## src/rtl/d_d_x_sched_pkg.sv

```systemverilog
// Shared widths and FSM encoding for the d_d_x gradient-unit sequencer.
package d_d_x_sched_pkg;

  localparam int DATABIT = 16;  // Q2.14, matches d_d_x
  localparam int ADDR_W  = 6;

  typedef enum logic [1:0] {
    S_IDLE  = 2'd0,
    S_ISSUE = 2'd1,
    S_DRAIN = 2'd2,
    S_DONE  = 2'd3
  } state_e;

endpackage

```

## src/rtl/d_d_x_tag_fifo.sv

```systemverilog
// Small synchronous FIFO holding element indices of in-flight d_d_x operations.
// DEPTH must be a power of two, at least 2.
module d_d_x_tag_fifo #(
  parameter int DEPTH = 8,
  parameter int W     = 6
) (
  input  logic         clk,
  input  logic         rst,
  input  logic         push_i,
  input  logic         pop_i,
  input  logic         flush_i,
  input  logic [W-1:0] wdata_i,
  output logic [W-1:0] rdata_o,
  output logic         empty_o,
  output logic         full_o
);

  localparam int PW = $clog2(DEPTH);

  logic [W-1:0] mem_q [DEPTH];
  logic [PW:0]  wptr_q, rptr_q;

  // Extra pointer MSB distinguishes full from empty when the indices match.
  assign empty_o = (wptr_q == rptr_q);
  assign full_o  = (wptr_q[PW] != rptr_q[PW]) && (wptr_q[PW-1:0] == rptr_q[PW-1:0]);
  assign rdata_o = mem_q[rptr_q[PW-1:0]];

  always_ff @(posedge clk or posedge rst) begin
    if (rst) begin
      wptr_q <= '0;
      rptr_q <= '0;
    end else if (flush_i) begin
      wptr_q <= '0;
      rptr_q <= '0;
    end else begin
      if (push_i) wptr_q <= wptr_q + 1'b1;
      if (pop_i)  rptr_q <= rptr_q + 1'b1;
    end
  end

  always_ff @(posedge clk) begin
    if (push_i && !flush_i) mem_q[wptr_q[PW-1:0]] <= wdata_i;
  end

endmodule

```

## src/rtl/d_d_x_sched.sv

```systemverilog
// Sequences one shared d_d_x unit across a vector of elements: credit-paced operand
// reads, in-order result write-back, and a watchdog for lost or spurious results.
module d_d_x_sched
  import d_d_x_sched_pkg::*;
#(
  parameter int MAX_OUT = 8,
  parameter int TIMEOUT = 64
) (
  input  logic               clk,
  input  logic               rst,
  input  logic               start,
  input  logic [ADDR_W:0]    num_elem,
  output logic               busy,
  output logic               done,
  output logic               error,
  output logic               rd_en,
  output logic [ADDR_W-1:0]  rd_addr,
  output logic               dx_en,
  input  logic               dx_valid,
  input  logic [DATABIT-1:0] dx_out,
  output logic               wr_en,
  output logic [ADDR_W-1:0]  wr_addr,
  output logic [DATABIT-1:0] wr_data
);

  localparam int CW  = $clog2(MAX_OUT) + 1;
  localparam int WDW = $clog2(TIMEOUT);

  state_e              state_q, state_d;
  logic [ADDR_W:0]     count_q, count_d;
  logic [ADDR_W:0]     idx_q, idx_d;
  logic [ADDR_W:0]     wr_cnt_q, wr_cnt_d;
  logic [CW-1:0]       credit_q, credit_d;
  logic [WDW-1:0]      wd_q, wd_d;
  logic                error_q, error_d;
  logic                dx_en_q;
  logic [ADDR_W-1:0]   tag_q;
  logic                wr_en_q;
  logic [ADDR_W-1:0]   wr_addr_q;
  logic [DATABIT-1:0]  wr_data_q;

  logic                busy_st, issue, pop, spur, stall, tmo, err_evt;
  logic                fifo_empty, fifo_full;
  logic [ADDR_W-1:0]   fifo_head;

  assign busy_st = (state_q != S_IDLE);
  assign issue   = (state_q == S_ISSUE) && (credit_q != '0) && (idx_q < count_q);
  assign pop     = busy_st && dx_valid && !fifo_empty;
  assign spur    = busy_st && dx_valid && fifo_empty;
  assign stall   = busy_st && !fifo_empty && !dx_valid;
  assign tmo     = stall && (wd_q == WDW'(TIMEOUT - 1));
  assign err_evt = spur || tmo;

  d_d_x_tag_fifo #(.DEPTH(MAX_OUT), .W(ADDR_W)) u_tags (
    .clk     (clk),
    .rst     (rst),
    .push_i  (dx_en_q && !fifo_full),
    .pop_i   (pop),
    .flush_i (err_evt),
    .wdata_i (tag_q),
    .rdata_o (fifo_head),
    .empty_o (fifo_empty),
    .full_o  (fifo_full)
  );

  always_comb begin
    state_d  = state_q;
    count_d  = count_q;
    idx_d    = idx_q;
    wr_cnt_d = wr_cnt_q + {{ADDR_W{1'b0}}, pop};
    error_d  = error_q;
    unique case (state_q)
      S_IDLE: begin
        if (start) begin
          error_d  = 1'b0;
          count_d  = num_elem;
          idx_d    = '0;
          wr_cnt_d = '0;
          state_d  = (num_elem == '0) ? S_DONE : S_ISSUE;
        end
      end
      S_ISSUE: begin
        if (issue) begin
          idx_d = idx_q + 1'b1;
          if (idx_q + 1'b1 == count_q) state_d = S_DRAIN;
        end
      end
      S_DRAIN: if (wr_cnt_q == count_q) state_d = S_DONE;
      S_DONE:  state_d = S_IDLE;
      default: state_d = S_IDLE;
    endcase
    // An abort still passes through DONE so the parent sees a done pulse.
    if (err_evt) begin
      error_d = 1'b1;
      state_d = (state_q == S_DONE) ? S_IDLE : S_DONE;
    end
  end

  always_comb begin
    credit_d = credit_q + CW'(pop) - CW'(issue);
    if (err_evt) credit_d = CW'(MAX_OUT);
    wd_d = stall ? wd_q + 1'b1 : '0;
    if (err_evt) wd_d = '0;
  end

  always_ff @(posedge clk or posedge rst) begin
    if (rst) begin
      state_q   <= S_IDLE;
      count_q   <= '0;
      idx_q     <= '0;
      wr_cnt_q  <= '0;
      credit_q  <= CW'(MAX_OUT);
      wd_q      <= '0;
      error_q   <= 1'b0;
      dx_en_q   <= 1'b0;
      tag_q     <= '0;
      wr_en_q   <= 1'b0;
      wr_addr_q <= '0;
      wr_data_q <= '0;
    end else begin
      state_q  <= state_d;
      count_q  <= count_d;
      idx_q    <= idx_d;
      wr_cnt_q <= wr_cnt_d;
      credit_q <= credit_d;
      wd_q     <= wd_d;
      error_q  <= error_d;
      // A read issued in the abort cycle is never handed to d_d_x.
      dx_en_q  <= issue && !err_evt;
      if (issue) tag_q <= idx_q[ADDR_W-1:0];
      wr_en_q  <= pop;
      if (pop) begin
        wr_addr_q <= fifo_head;
        wr_data_q <= dx_out;
      end
    end
  end

  assign busy    = busy_st;
  assign done    = (state_q == S_DONE);
  assign error   = error_q;
  assign rd_en   = issue;
  assign rd_addr = idx_q[ADDR_W-1:0];
  assign dx_en   = dx_en_q;
  assign wr_en   = wr_en_q;
  assign wr_addr = wr_addr_q;
  assign wr_data = wr_data_q;

endmodule

```

## config.mk

```make
export PLATFORM = sky130hd
export DESIGN_NAME = d_d_x_sched
export DESIGN_NICKNAME = d
export VERILOG_FILES = /design/src/rtl/d_d_x_sched_pkg.sv /design/src/rtl/d_d_x_tag_fifo.sv /design/src/rtl/d_d_x_sched.sv
export SDC_FILE = /design/constraint.sdc
export NUM_CORES = 1
export LEC_CHECK = 0
export ABC_AREA = 1
export CAP_MARGIN = 20
export CORE_AREA = 4 4 147 149
export CTS_CLUSTER_SIZE = 8
export DETAILED_ROUTE_END_ITERATION = 12
export DIE_AREA = 0 0 151 153
export GPL_TIMING_DRIVEN = 0
export MAX_ROUTING_LAYER = met4
export PLACE_DENSITY = 0.56
export SYNTH_ARGS = -nofsm -noshare
export SYNTH_HDL_FRONTEND = slang
export SYNTH_HIERARCHICAL = 1
export SYNTH_SLANG_ARGS = --single-unit
```

## constraint.sdc

```tcl
create_clock -name clk -period 3.5 [get_ports clk]
set_input_delay 0.525 -clock clk [delete_from_list [all_inputs] [get_ports clk]]
set_output_delay 0.525 -clock clk [all_outputs]
set_load 0.01 [all_outputs]
```

After elaboration in Yosys (flattened, before gate mapping)

Memory sizes are Yosys's and may differ from the RTL's. A register that Yosys moved wholly into a read port is not among the register bits.
Cells that the tools add are included.

$add $sub $neg: 7
Magnitude comparators: 1
Equal/unequal tests: 15
Mux-type cells: 25
Reduce and logical (&&, ||, !) cells: 30

Operator list:

| kind                                                                     | number |
|---|---|
| 7-bit 2-to-1 mux                                                         | 4 |
| 4-bit 2-to-1 mux                                                         | 5 |
| 7-bit == test                                                            | 2 |
| 2-bit 2-to-1 mux                                                         | 7 |
| 7-bit case mux with 2 select lines                                       | 1 |
| 1-bit logical AND                                                        | 12 |
| 6-bit 2-to-1 mux                                                         | 2 |
| 2-bit nonzero test                                                       | 6 |
| 3-bit by 2-bit inequality test with 1-bit output (second input constant) | 3 |
| 4-bit by 1-bit adder with 4-bit output (second input constant)           | 2 |
| 2-bit case mux with 4 select lines                                       | 1 |
| 7-bit by 1-bit adder with 7-bit output                                   | 1 |
| 7-bit by 1-bit adder with 7-bit output (second input constant)           | 1 |
| 7-bit zero test                                                          | 1 |
| 7-bit less-than comparator                                               | 1 |
| 6-bit by 1-bit adder with 6-bit output (second input constant)           | 1 |
| 6-bit == test (second input constant)                                    | 1 |
| 1-bit 2-to-1 mux                                                         | 5 |
| 4-bit by 1-bit adder with 4-bit output                                   | 1 |
| 2-bit == test (second input constant)                                    | 2 |
| 4-bit == test                                                            | 1 |
| 1-bit zero test                                                          | 4 |
| 2-bit inequality test (second input constant)                            | 2 |
| 2-bit AND reduction                                                      | 2 |
| other kinds (10)                                                         | 10 |

Register bits after elaboration: 66
Memory bits (writable): 48
Output and inout bits: 34
Word-level logic and storage cells: 92
Memories: 1

Memory list:

| memory       | words | bits a word | read ports | clocked after memory_dff | wr ports | RTL line             | RTL |
|---|---|---|---|---|---|---|---|
| u_tags.mem_q | 8     | 6           | 1          | 1                        | 1        | d_d_x_tag_fifo.sv:20 | `logic [W-1:0] mem_q [DEPTH];` |

Logic depth before layout (Yosys ltp)

Depth in word-level cells: 10
Gate-level depth with buffers: 18

Modules after synthesis

Netlist, hierarchy kept.

By module, submodules not included:

| module         | instances | cells each | area an instance (um^2) | sequential area each (um^2) |
|---|---|---|---|---|
| d_d_x_sched    | 1         | 416        | 3395.8                  | 1602.8 |
| d_d_x_tag_fifo | 1         | 277        | 2616.3                  | 1641.6 |

Worst setup path after synthesis

OpenSTA, ideal clock, no wires.

Path type: register to register
From: register u_tags.rptr_q[0]
To: register credit_q[1]
Library setup time: 0.117 ns
Data arrival time: 2.450 ns
Slack: 0.933 ns
Stages on the path, launching flop included: 15
Path buffers: 3
Period minus slack after synthesis: 2.567 ns
Path through: dfrtp_1 buf_6 buf_6 xnor2_2 nand2_1 nor2_1 nor2_1 nand2_1 buf_1 ha_1 inv_1 ha_1 fa_1 inv_1 nor2_1

Word-level cells in the longest chain between the ends: 7
Elaborated cells on any way between the ends: 11
Classes of those cells: 2 x add/sub; 1 x eq/ne; 1 x mux; 7 x reduce/logical

RTL lines:

| item                                                                                           | RTL line             | RTL |
|---|---|---|
| from (decl)                                                                                    | d_d_x_tag_fifo.sv:21 | `logic [PW:0] wptr_q, rptr_q;` |
| from (signal assigned)                                                                         | d_d_x_tag_fifo.sv:37 | `if (pop_i) rptr_q <= rptr_q + 1'b1;` |
| 4-bit == test *                                                                                | d_d_x_tag_fifo.sv:24 | `assign empty_o = (wptr_q == rptr_q);` |
| via fifo_empty                                                                                 | d_d_x_sched.sv:43    | `logic fifo_empty, fifo_full;` |
| parallel branches: the longest is 5 deep, another holds 4-bit by 1-bit adder with 4-bit output | -                    |  |
| 4-bit 2-to-1 mux *                                                                             | d_d_x_sched.sv:101   | `if (err_evt) credit_d = CW'(MAX_OUT);` |
| via credit_d[1]                                                                                | d_d_x_sched.sv:33    | `logic [CW-1:0] credit_q, credit_d;` |
| to (signal assigned)                                                                           | d_d_x_sched.sv:112   | `credit_q <= CW'(MAX_OUT);` |
| to (signal assigned)                                                                           | d_d_x_sched.sv:125   | `credit_q <= credit_d;` |
| to (decl)                                                                                      | d_d_x_sched.sv:33    |  |

Mark *: on every way through the listed nets, which the timed path passes.
A chain may end at the register's enable or synchronous reset.

Worst setup path after layout

From: register u_tags.rptr_q[0]
To: register credit_q[3]

The elaborated chain is that of the path after synthesis.

==> impl_metrics.py <==
metrics = {
    "sta": {
        "drv_slew": 0,
        "setup_tns_ps": 0,
        "rsz0062_at_grt": "false",
        "timing.hold.ws_ps": 458.3,
        "setup_viol": 0,
        "fin_skew_ps": 9.189,
        "worst_pin_slew_ps": 814.3,
        "hold_viol_final": 0,
        "max_clock_freq_ghz": 0.3177,
        "finalCriticalPeriod_ps": 3148,
        "fin_crit_sh_pct": 89.94,
        "slew_headroom_pct": 45.71,
    },
    "cts": {
        "root_buffer": "clkbuf_16",
        "cts_buffer_depth": 2,
        "post_cts_buffers": 0,
        "clkTransAtPathRegs_ps": 60,
        "postCtsHoldBufs": 0,
        "cts_tree": "yes",
        "h-tree-depth": 4,
        "clock_latency_ps": 420,
        "cts_buffers": 17,
        "cts_sinks": 120,
        "ctsResizeCount": 0,
    },
    "drt": {
        "drtPass1Iterations": 4,
        "wl_met1_mm": 6.352,
        "drt-total-wl_mm": 13.29,
        "wl_met2_mm": 6.261,
        "drc_errors": 0,
        "drtIter0Drc": 202,
        "via_count": 4469,
        "avgRoutedWirePerCell_um": 12.61,
        "vias_per_cell": 4.240,
        "postRouteAntennaNets": 0,
        "top_layer_used": "met4",
        "wl_met3_um": 493,
    },
    "power": {
        "seqPwrFrac_pct": 32.1,
        "swShare_pct": 36.62,
        "total_leakage_power_nw": 3.599,
        "irDropWorstVdd_uv": 439.6,
        "cellPowerDensity_nw_per_um2": 893.4,
        "switchingPower_w": 0.002489,
        "internal_power_w": 0.004306,
        "pwr-share-comb_pct": 39.6,
        "p_clk_share_pct": 28.2,
    },
    "synthesis": {
        "synth_cell_type_count": 40,
        "synth_flop_cell": "dfrtp_1",
        "synth-xor-area-share_pct": 1.582,
        "synth_area_um2": 6012,
        "synth_compound_area_share_pct": 5.016,
        "ys_ff_latch": 120,
        "muxShareOfSynthArea_pct": 0,
        "synthAdderAreaFrac_pct": 4.912,
        "synth_edf_count": 48,
        "synth_simple_gate_area_share_pct": 25.16,
        "yosysWarnings": 6,
        "syn-mean-instance-area_um2": 8.675,
        "ys_async_sr_fraction_pct": 60.00,
        "synth_top_family_by_area": "simple AND/OR/NAND/NOR gates",
        "synth.net_count": 743,
        "yosysSeqAreaShare_pct": 53.96,
        "synth_cells": 693,
    },
    "floorplanning": {
        "start_util_pct": 29.81,
        "die_x_um": 151,
        "die-area_um2": 23100,
        "io-pin-count": 61,
        "num_rows": 52,
        "die-height_um": 153,
        "coreArea_um2": 20170,
    },
    "critical_path": {
        "critPathSlowestCell": "buf_1",
        "critPathKind": "reg2reg",
        "critical_path.cell_chain": "buf_6 -> buf_6 -> xnor2_2 -> nand2_1 -> nor2_1 -> nor2_1 -> nand2_1 -> buf_1 -> ha_1 -> inv_1 -> ha_1 -> a21o_1 -> a21oi_1 -> inv_1 -> a21oi_1 -> o21ai_0",
        "slowest_delay_ps": 410,
        "endpoint_kind": "flop",
        "critPathMaxFanout": 10,
        "worstPathRequired_ps": 3830,
        "worstPathArrival_ps": 3480,
        "startpoint_type": "flop",
    },
    "placed_design": {
        "hpwl_mm": 9.461,
        "port_buffers": 60,
        "place_inst": 1023,
        "globalplace.congestion": 0.8048,
    },
    "layout": {
        "layout_common_cells": "nand2_1, inv_1, dfrtp_1",
        "layoutNonFillerInstCount": 1054,
        "syn2layout_area_growth_pct": 26.51,
        "diodes": 0,
        "final_common_cell": "nand2_1",
        "drive_gt1_share_pct": 9.311,
        "layout.nets": 821,
    },
    "global_route": {
        "grt_usage_pct": 12.63,
        "grt_pass1_vias": 4386,
        "grt_pass1_wl_mm": 22.23,
        "antenna_found_initial": 0,
        "grt_max_degree": 65,
        "overflow": 0,
    },
    "min_path": {
        "min_path_type": "in2async",
    },
    "run_status": {
        "outcome": "complete, no violations",
    },
    "flow_run": {
        "drv_cap": 0,
    },
}
layer usage:
layer | track usage [%] | up-vias
met1 | 16.32 | 2038
met3 | 2.843 | 15
met4 | 4.663 | 0
li1 | - | 2340
met2 | 19.40 | 76
met5 | - | -
critical path: cells and delay by family (launching register included):
| kind | cells | cell delay (ps) |
|---|---|---|
| DFF | 1 | 390 |
| buffers and inverters | 5 | 830 |
| xor gates and xnor gates | 1 | 150 |
| adders and majority gates | 2 | 490 |
| AOI/OAI and AO/OA | 4 | 460 |
| and+or+nand+nor | 4 | 740 |
per-stage QoR:
stage          power, W  instance area (µm²)  utilization (%)  worst slack [ps]
2_1_floorplan  0.003987                 6012                -             932.9
3_3_place_gp   0.004896                 6950            34.46             26.65
3_5_place_dp   0.004927                 6953            34.47             72.60
4_1_cts        0.006891                 7610            37.73             27.06
5_1_grt        0.007365                 7606            37.71             27.58
6_report       0.006795                 7606            37.71             352.2
state kept, by name (all words and copies together) (netlist names):
| register | flops |
|---|---|
| u_tags/mem_q | 48 |
| wr_data | 16 |
| count_q | 7 |
| idx_q | 7 |
| wr_cnt_q | 7 |
| tag_q | 6 |
| wd_q | 6 |
| wr_addr | 6 |
| credit_q | 4 |
| u_tags/rptr_q | 4 |
| u_tags/wptr_q | 4 |
| state_q | 2 |
| dx_en | 1 |
| error | 1 |
| wr_en | 1 |
cell usage after synthesis, types with 4 or more instances:
cell	count	area share, %
ha_1	22	4.6
dfrtp_1	71	30
inv_1	102	6.4
o21ai_0	24	2.0
xor2_1	4	0.58
clkbuf_1	5	0.31
buf_6	6	1.1
buf_4	8	1.0
xnor2_1	5	0.73
nor2_1	42	2.6
edfxtp_1	48	24
nand2_1	244	15
nand3_1	49	4.1
nand3_2	4	0.67
a21oi_1	13	1.1
nor3_1	5	0.42
power by group through the flow:
stage	combinational [W]	sequential, W	clock (W)
3_5_place_dp	0.00272	0.00221	0
3_3_place_gp	0.00270	0.00220	0
6_report	0.00269	0.00218	0.00192
5_1_grt	0.00309	0.00224	0.00203
2_1_floorplan	0.00179	0.00220	0
4_1_cts	0.00274	0.00219	0.00197
worst paths after layout:
kind	startpoint	end	slack [ps]	cells after the start
setup / recovery	u_tags/rptr_q[0]$_DFFE_PP0P_	credit_q[3]$_DFF_PP1_	350	16
hold / removal	rst	u_tags/wptr_q[3]$_DFFE_PP0P_	460	2
setup reg to reg	u_tags/rptr_q[0]$_DFFE_PP0P_	credit_q[3]$_DFF_PP1_	350	16
hold reg to reg	wd_q[0]$_DFF_PP0_	wd_q[0]$_DFF_PP0_	460	1
max in group asynchronous	rst	idx_q[5]$_DFFE_PP0P_	2300	2
min in group clk	wd_q[0]$_DFF_PP0_	wd_q[0]$_DFF_PP0_	460	1
final cells by class:
type,count,area (µm²)
Buffer,21,156.4
Timing Repair Buffer,60,600.6
Multi-Input combinational cell,445,2205
Clock inverter,11,163.9
Fill cell,2048,12560
Clock buffer,21,493.0
Tap cell,270,337.8
Inverter,106,405.4
Sequential cell,120,3244
kinds of logic (layout without fill, tap and decap cells):
logic type,after synthesis,in the layout
compound gates,51,51
fa+ha+maj,23,23
flops,120,120
xor+xnor,10,10
simple gates,361,361
buf+inv,128,219
(Power assumes the default switching activity.)
